**config.mk**
```make
export PLATFORM = sky130hd
export DESIGN_NAME = pc_ifid_stage
export DESIGN_NICKNAME = d
export VERILOG_FILES = /design/src/rtl/pc_ifid_stage.sv
export SDC_FILE = /design/constraint.sdc
export NUM_CORES = 1
export LEC_CHECK = 0
export CORE_ASPECT_RATIO = 0.9
export CORE_MARGIN = 8
export CORE_UTILIZATION = 45
export CTS_CLUSTER_DIAMETER = 50
export DETAILED_ROUTE_END_ITERATION = 8
export DONT_BUFFER_PORTS = 1
export GPL_TIMING_DRIVEN = 0
export PLACE_DENSITY = 0.65
export RECOVER_POWER = 100
export SYNTH_ARGS = -nofsm -noshare
export SYNTH_HDL_FRONTEND = slang
export SYNTH_SLANG_ARGS = --single-unit
```
**constraint.sdc**
```tcl
create_clock -name clk -period 2.94 [get_ports clk]
set_input_delay 0.294 -clock clk [delete_from_list [all_inputs] [get_ports clk]]
set_output_delay 0.294 -clock clk [all_outputs]
set_load 0.02 [all_outputs]
```
**src/rtl/pc_ifid_stage.sv**
```systemverilog
// PC generator plus IF/ID latch: fetched word and PC+4 are registered one cycle after PC is presented.
// A stall freezes PC and IF/ID. A branch/jump redirect overrides the stall and leaves one bubble.
module pc_ifid_stage #(
  parameter logic [31:0] RESET_PC  = 32'h0000_0000,
  parameter logic [31:0] NOP_INSTR = 32'h0000_0000
) (
  input  logic        clk,
  input  logic        reset,
  input  logic        stall,
  input  logic        branch_taken,
  input  logic [31:0] branch_target,
  input  logic        jump,
  input  logic [31:0] jump_target,
  input  logic [31:0] Instruction_Code,
  output logic [31:0] PC,
  output logic [31:0] IF_ID_Instruction,
  output logic [31:0] IF_ID_PC_plus4,
  output logic        IF_ID_valid,
  output logic [15:0] redirect_count
);

  logic [31:0] r_pc;
  logic [31:0] r_ifid_instr;
  logic [31:0] r_ifid_pc_plus4;
  logic        r_ifid_valid;
  logic [15:0] r_redirect_count;

  logic [31:0] w_pc_plus4;
  logic        w_redirect;
  logic [31:0] w_next_pc;

  assign w_pc_plus4 = r_pc + 32'd4;
  assign w_redirect = branch_taken | jump;

  // Branch beats jump when both resolve in the same cycle; targets are word-aligned on load.
  always_comb begin
    w_next_pc = w_pc_plus4;
    if (branch_taken) begin
      w_next_pc = {branch_target[31:2], 2'b00};
    end else if (jump) begin
      w_next_pc = {jump_target[31:2], 2'b00};
    end else if (stall) begin
      w_next_pc = r_pc;
    end
  end

  always_ff @(posedge clk) begin
    if (reset) begin
      r_pc             <= RESET_PC;
      r_ifid_instr     <= NOP_INSTR;
      r_ifid_pc_plus4  <= 32'h0000_0000;
      r_ifid_valid     <= 1'b0;
      r_redirect_count <= 16'h0000;
    end else begin
      r_pc <= w_next_pc;
      if (w_redirect) begin
        r_ifid_instr <= NOP_INSTR;
        r_ifid_valid <= 1'b0;
        if (r_redirect_count != 16'hFFFF) begin
          r_redirect_count <= r_redirect_count + 16'd1;
        end
      end else if (!stall) begin
        r_ifid_instr    <= Instruction_Code;
        r_ifid_pc_plus4 <= w_pc_plus4;
        r_ifid_valid    <= 1'b1;
      end
    end
  end

  assign PC                = r_pc;
  assign IF_ID_Instruction = r_ifid_instr;
  assign IF_ID_PC_plus4    = r_ifid_pc_plus4;
  assign IF_ID_valid       = r_ifid_valid;
  assign redirect_count    = r_redirect_count;

endmodule
```
After elaboration in Yosys (flattened, before gate mapping)
Index checks and enable logic that the tools add are counted.
Widths: inputs -> output; s select.

word-level totals
  register bits after elaboration = 113
  latch bits = 0
  RAM bits = 0
  bits in read-only memories = 0
  input port bits = 101
  output and inout port bits = 113
  memories kept = 0

cells by class
  add/sub/neg operators = 2
  multiply operators = 0
  div/mod/pow operators = 0
  $lt $le $gt $ge = 0
  equal/unequal tests = 2
  shift operators = 0
  multiplexer cells = 3
  bitwise logic cells = 3
  reduce and logical (&&, ||, !) cells = 4

operators with widths
  kind                   count
  $mux 32                3
  $add 32x3->32 const B  1
  $add 16x1->16 const B  1
  $ne 16x16->1 const B   1
  $reduce_and 2->1       2
  $ne 3x1->1 const B     1
  $reduce_or 3->1        1
  $not 1->1              2
  $reduce_or 2->1        1
  $or 1x1->1             1

Longest topological paths before layout
  word-level depth = 4
  depth in mapped cells = 8
  gate-level depth less buffers = 6

Least setup slack after synthesis
No wires, ideal clock.

  path kind = register to register
  start = reg r_pc[15] (netlist: PC[15])
  end = reg r_ifid_pc_plus4[28] (netlist: IF_ID_PC_plus4[28])
  arrival = 2.302 ns
  required time = 2.849 ns
  setup slack = 0.548 ns
  stages on the path, launching flop included = 9
  buffers on the path = 3
  cells stage by stage = dfxtp_1 -> buf_2 -> nand4_1 -> or4_1 -> clkbuf_2 -> or3_1 -> clkbuf_2 -> or3_1 -> a311oi_1

between the ends
  longest elaborated chain between the ends = 1

RTL lines
  element                 RTL line  source
  start, declared         22        logic [31:0] r_pc;
  start signal, assigned  55        r_pc <= w_next_pc;
  $add 32x3->32           32        assign w_pc_plus4 = r_pc + 32'd4;
  end signal, assigned    64        r_ifid_pc_plus4 <= w_pc_plus4;
  end, declared           24        logic [31:0] r_ifid_pc_plus4;

Every way passes these cells.
A chain may end at the register's enable or synchronous reset.

Worst setup path in the final report
  start = reg r_pc[2] (netlist: PC[2])
  end = reg r_ifid_pc_plus4[28] (netlist: IF_ID_PC_plus4[28])

The elaborated chain is that of the path after synthesis.

==> results.cfg <==
[cells_and_area]
area.sequential_um2 = 2182
final_util = 0.5051
n_fill_cell = 1171
area_delta_synth_final_pct = 9.505
finalNonFillerCells = 800
final_common_cell = dfxtp_1
multiInputGateArea_um2 = 2803
drive_gt1_frac = 0.04199
final_cell_mix = dfxtp_1, nor2_1, clkbuf_1, mux2i_1, a211oi_1
layout.nets = 741

[cts]
numCtsBuffers = 9
hold_buffers = 0
clk_latency_ns = 0.35
cts_max_level = 3
cts_tree = done
clockRootBuffer = clkbuf_16
post_cts_buffers = 0
cts_sinks = 109
clock_path_buffers = 2
clk_pin_slew_ns = 0.07
cts_resized = 0

[floorplanning]
fp.dieH_um = 118.5
io-pin-count = 214
initial_core_util = 0.4612
die_area_um2 = 15390
rows = 37
fp.dieW_um = 129.9
core-area_um2 = 11390

[worst_setup_path]
crit_buf_inv = 2
slowest_delay_ns = 0.60
rr_startpoint = PC[2]$_SDFFE_PP0P_
cpMostUsedCell = or3_1
cp_max_fo = 9
crit_slowest_cell = dfxtp_1
r2r-end = IF_ID_PC_plus4[28]$_SDFFE_PP0P_
critPathLaunchType = flop
reg2reg_depth = 8
worstSetupPathType = reg2reg
cp.arrival_ns = 3.08
critical-path-top-delay-family = simple AND/OR/NAND/NOR gates
required_ns = 3.20
end_kind = flop
rrSetupSlack_ns = 0.11
worstPathCellList = ha_1, and3_1, clkbuf_1, nand2_1, or3_1, clkbuf_2, or3_1, a311oi_1

[placement]
placed_cells = 783
place_congestion = 0.8652
dp_hpwl_um = 13580
port_buffers = 0

[timing]
timing.fmax_mhz = 353.8
whs_ns = 0.08183
setup_viol_count_final = 0
fin_crit_ns = 2.826
maxSlewViolCount = 0
worstMarginPinSlew_ns = 0.7713
finClkSkew_ns = 0.008071
fin_tns_setup_ns = 0
hold_violations = 0
fin_crit_sh = 0.9613
grt_setup_unrepaired = no
slew_headroom = 0.4858

[global_routing]
antenna_found_initial = 0
grt_pass1_vias = 4725
grt_max_degree = 18
grt_first_pass_wirelength_um = 27180
overflow = 0
grtUsageTotal = 0.2252

[logic_synthesis]
synth_compound_area_frac = 0.1801
synthAdderAreaFrac = 0.004764
synth_top_family_by_area = simple AND/OR/NAND/NOR gates
synth.avg_cell_area_um2 = 8.418
netlist-cell-type-count = 51
synth_xor_area_frac = 0.07003
synth-edff-count = 0
synthSimpleGateAreaFrac = 0.1996
seq_area_frac_synth = 0.4154
yosys_warnings = 0
ys_seq_elements = 109
netlist_instances = 624
synth_area_um2 = 5253
ys_async_sr_fraction = 0
synth_mux_area_frac = 0.07623
synth_ff_type = dfxtp_1

[detailed_routing]
vias = 4803
via_per_inst = 6.004
postRouteAntennaNets = 0
wl_um = 17810
avgRoutedWirePerCell_um = 22.27
drt-initial-drc-count = 387
drc = 0
drt_pass1_iterations = 5

[min_path]
min_path_cells = 1
min_path_type = in2reg
min_to = PC[2]$_SDFFE_PP0P_
worstHoldStart = branch_target[2]

[pwr]
max-vdd-ir-drop_mv = 0.3136
power_density_nw_per_um2 = 565.0
p_leak_nw = 2.007
power_mw = 3.250

[job]
cap_viol_max_count = 0

[outcome]
outcome = complete, no violations
metal layers:
metal | up-vias | global-route usage | share of wire
li1 | 2270 | - | -
met5 | - | 0 | 0
met3 | 22 | 0.09978 | 0.13
met2 | 233 | 0.3789 | 0.47
met1 | 2278 | 0.2549 | 0.39
met4 | 0 | 0.05511 | 0.015
worst max-delay path by stage:
stage	from	end	slack [ns]	depth (start not counted)
2_1_floorplan	PC[15]$_SDFFE_PP0P_	IF_ID_PC_plus4[28]$_SDFFE_PP0P_	0.55	8
3_3_place_gp	PC[2]$_SDFFE_PP0P_	IF_ID_PC_plus4[28]$_SDFFE_PP0P_	0.19	8
3_5_place_dp	PC[2]$_SDFFE_PP0P_	IF_ID_PC_plus4[28]$_SDFFE_PP0P_	0.18	8
4_1_cts	PC[2]$_SDFFE_PP0P_	IF_ID_PC_plus4[28]$_SDFFE_PP0P_	0.16	8
5_1_grt	PC[2]$_SDFFE_PP0P_	IF_ID_PC_plus4[24]$_SDFFE_PP0P_	0.01	7
6_report	PC[2]$_SDFFE_PP0P_	IF_ID_PC_plus4[28]$_SDFFE_PP0P_	0.11	8
flip-flops by register name, indices dropped and copies added (netlist names):
| name | count |
|---|---|
| PC | 30 |
| redirect_count | 16 |
| IF_ID_Instruction | 32 |
| IF_ID_PC_plus4 | 30 |
| IF_ID_valid | 1 |
metrics by stage:
step / setup WS [ns] / cell area [um^2]
2_1_floorplan: 0.5475 / 5264
3_3_place_gp: 0.1948 / 5459
3_5_place_dp: 0.1763 / 5459
4_1_cts: 0.1588 / 5751
5_1_grt: 0.01003 / 5749
6_report: 0.1138 / 5752
Yosys cell counts (all sizes together) (6+ instances only):
library cell	number	share of area
a211oi	37	0.053
a21oi	31	0.030
a22oi	7	0.010
a311oi	6	0.010
and3	9	0.011
buf	14	0.013
clkbuf	38	0.028
dfxtp	109	0.42
inv	17	0.012
mux2i	40	0.076
nand2	32	0.023
nand3	20	0.019
nand4	12	0.015
nor2	94	0.067
nor3	18	0.017
nor4	12	0.014
o211ai	6	0.0086
o21ai	15	0.014
o22ai	9	0.011
or3	8	0.0095
xnor2	26	0.043
xor2	16	0.027
layout make-up:
cell class / count / share of cell area
antenna: 1 / 0.0004351
clock inverter: 6 / 0.01088
clock buffer: 10 / 0.03981
inverter: 17 / 0.01109
multi-input combinational: 449 / 0.4873
sequential: 109 / 0.3794
buffer: 52 / 0.03720
tap: 156 / 0.03394
power by group:
part           switching (mW)  total (mW)  internal, mW
registers               0.163        1.70          1.54
logic                   0.202       0.328         0.126
clock network           0.558        1.22         0.662
total                   0.923        3.25          2.33
cells by family (layout without fill, tap and decap cells):
logic type / Yosys count / after routing
other: 1 / 5
AND/OR/NAND/NOR: 222 / 222
multiplexers: 40 / 40
AO/OA/AOI/OAI: 139 / 139
XOR/XNOR: 42 / 42
flip-flops: 109 / 109
adder cells (fa/ha/maj): 2 / 2
buffers and inverters: 69 / 85
Power figures use the tool's default switching activity.
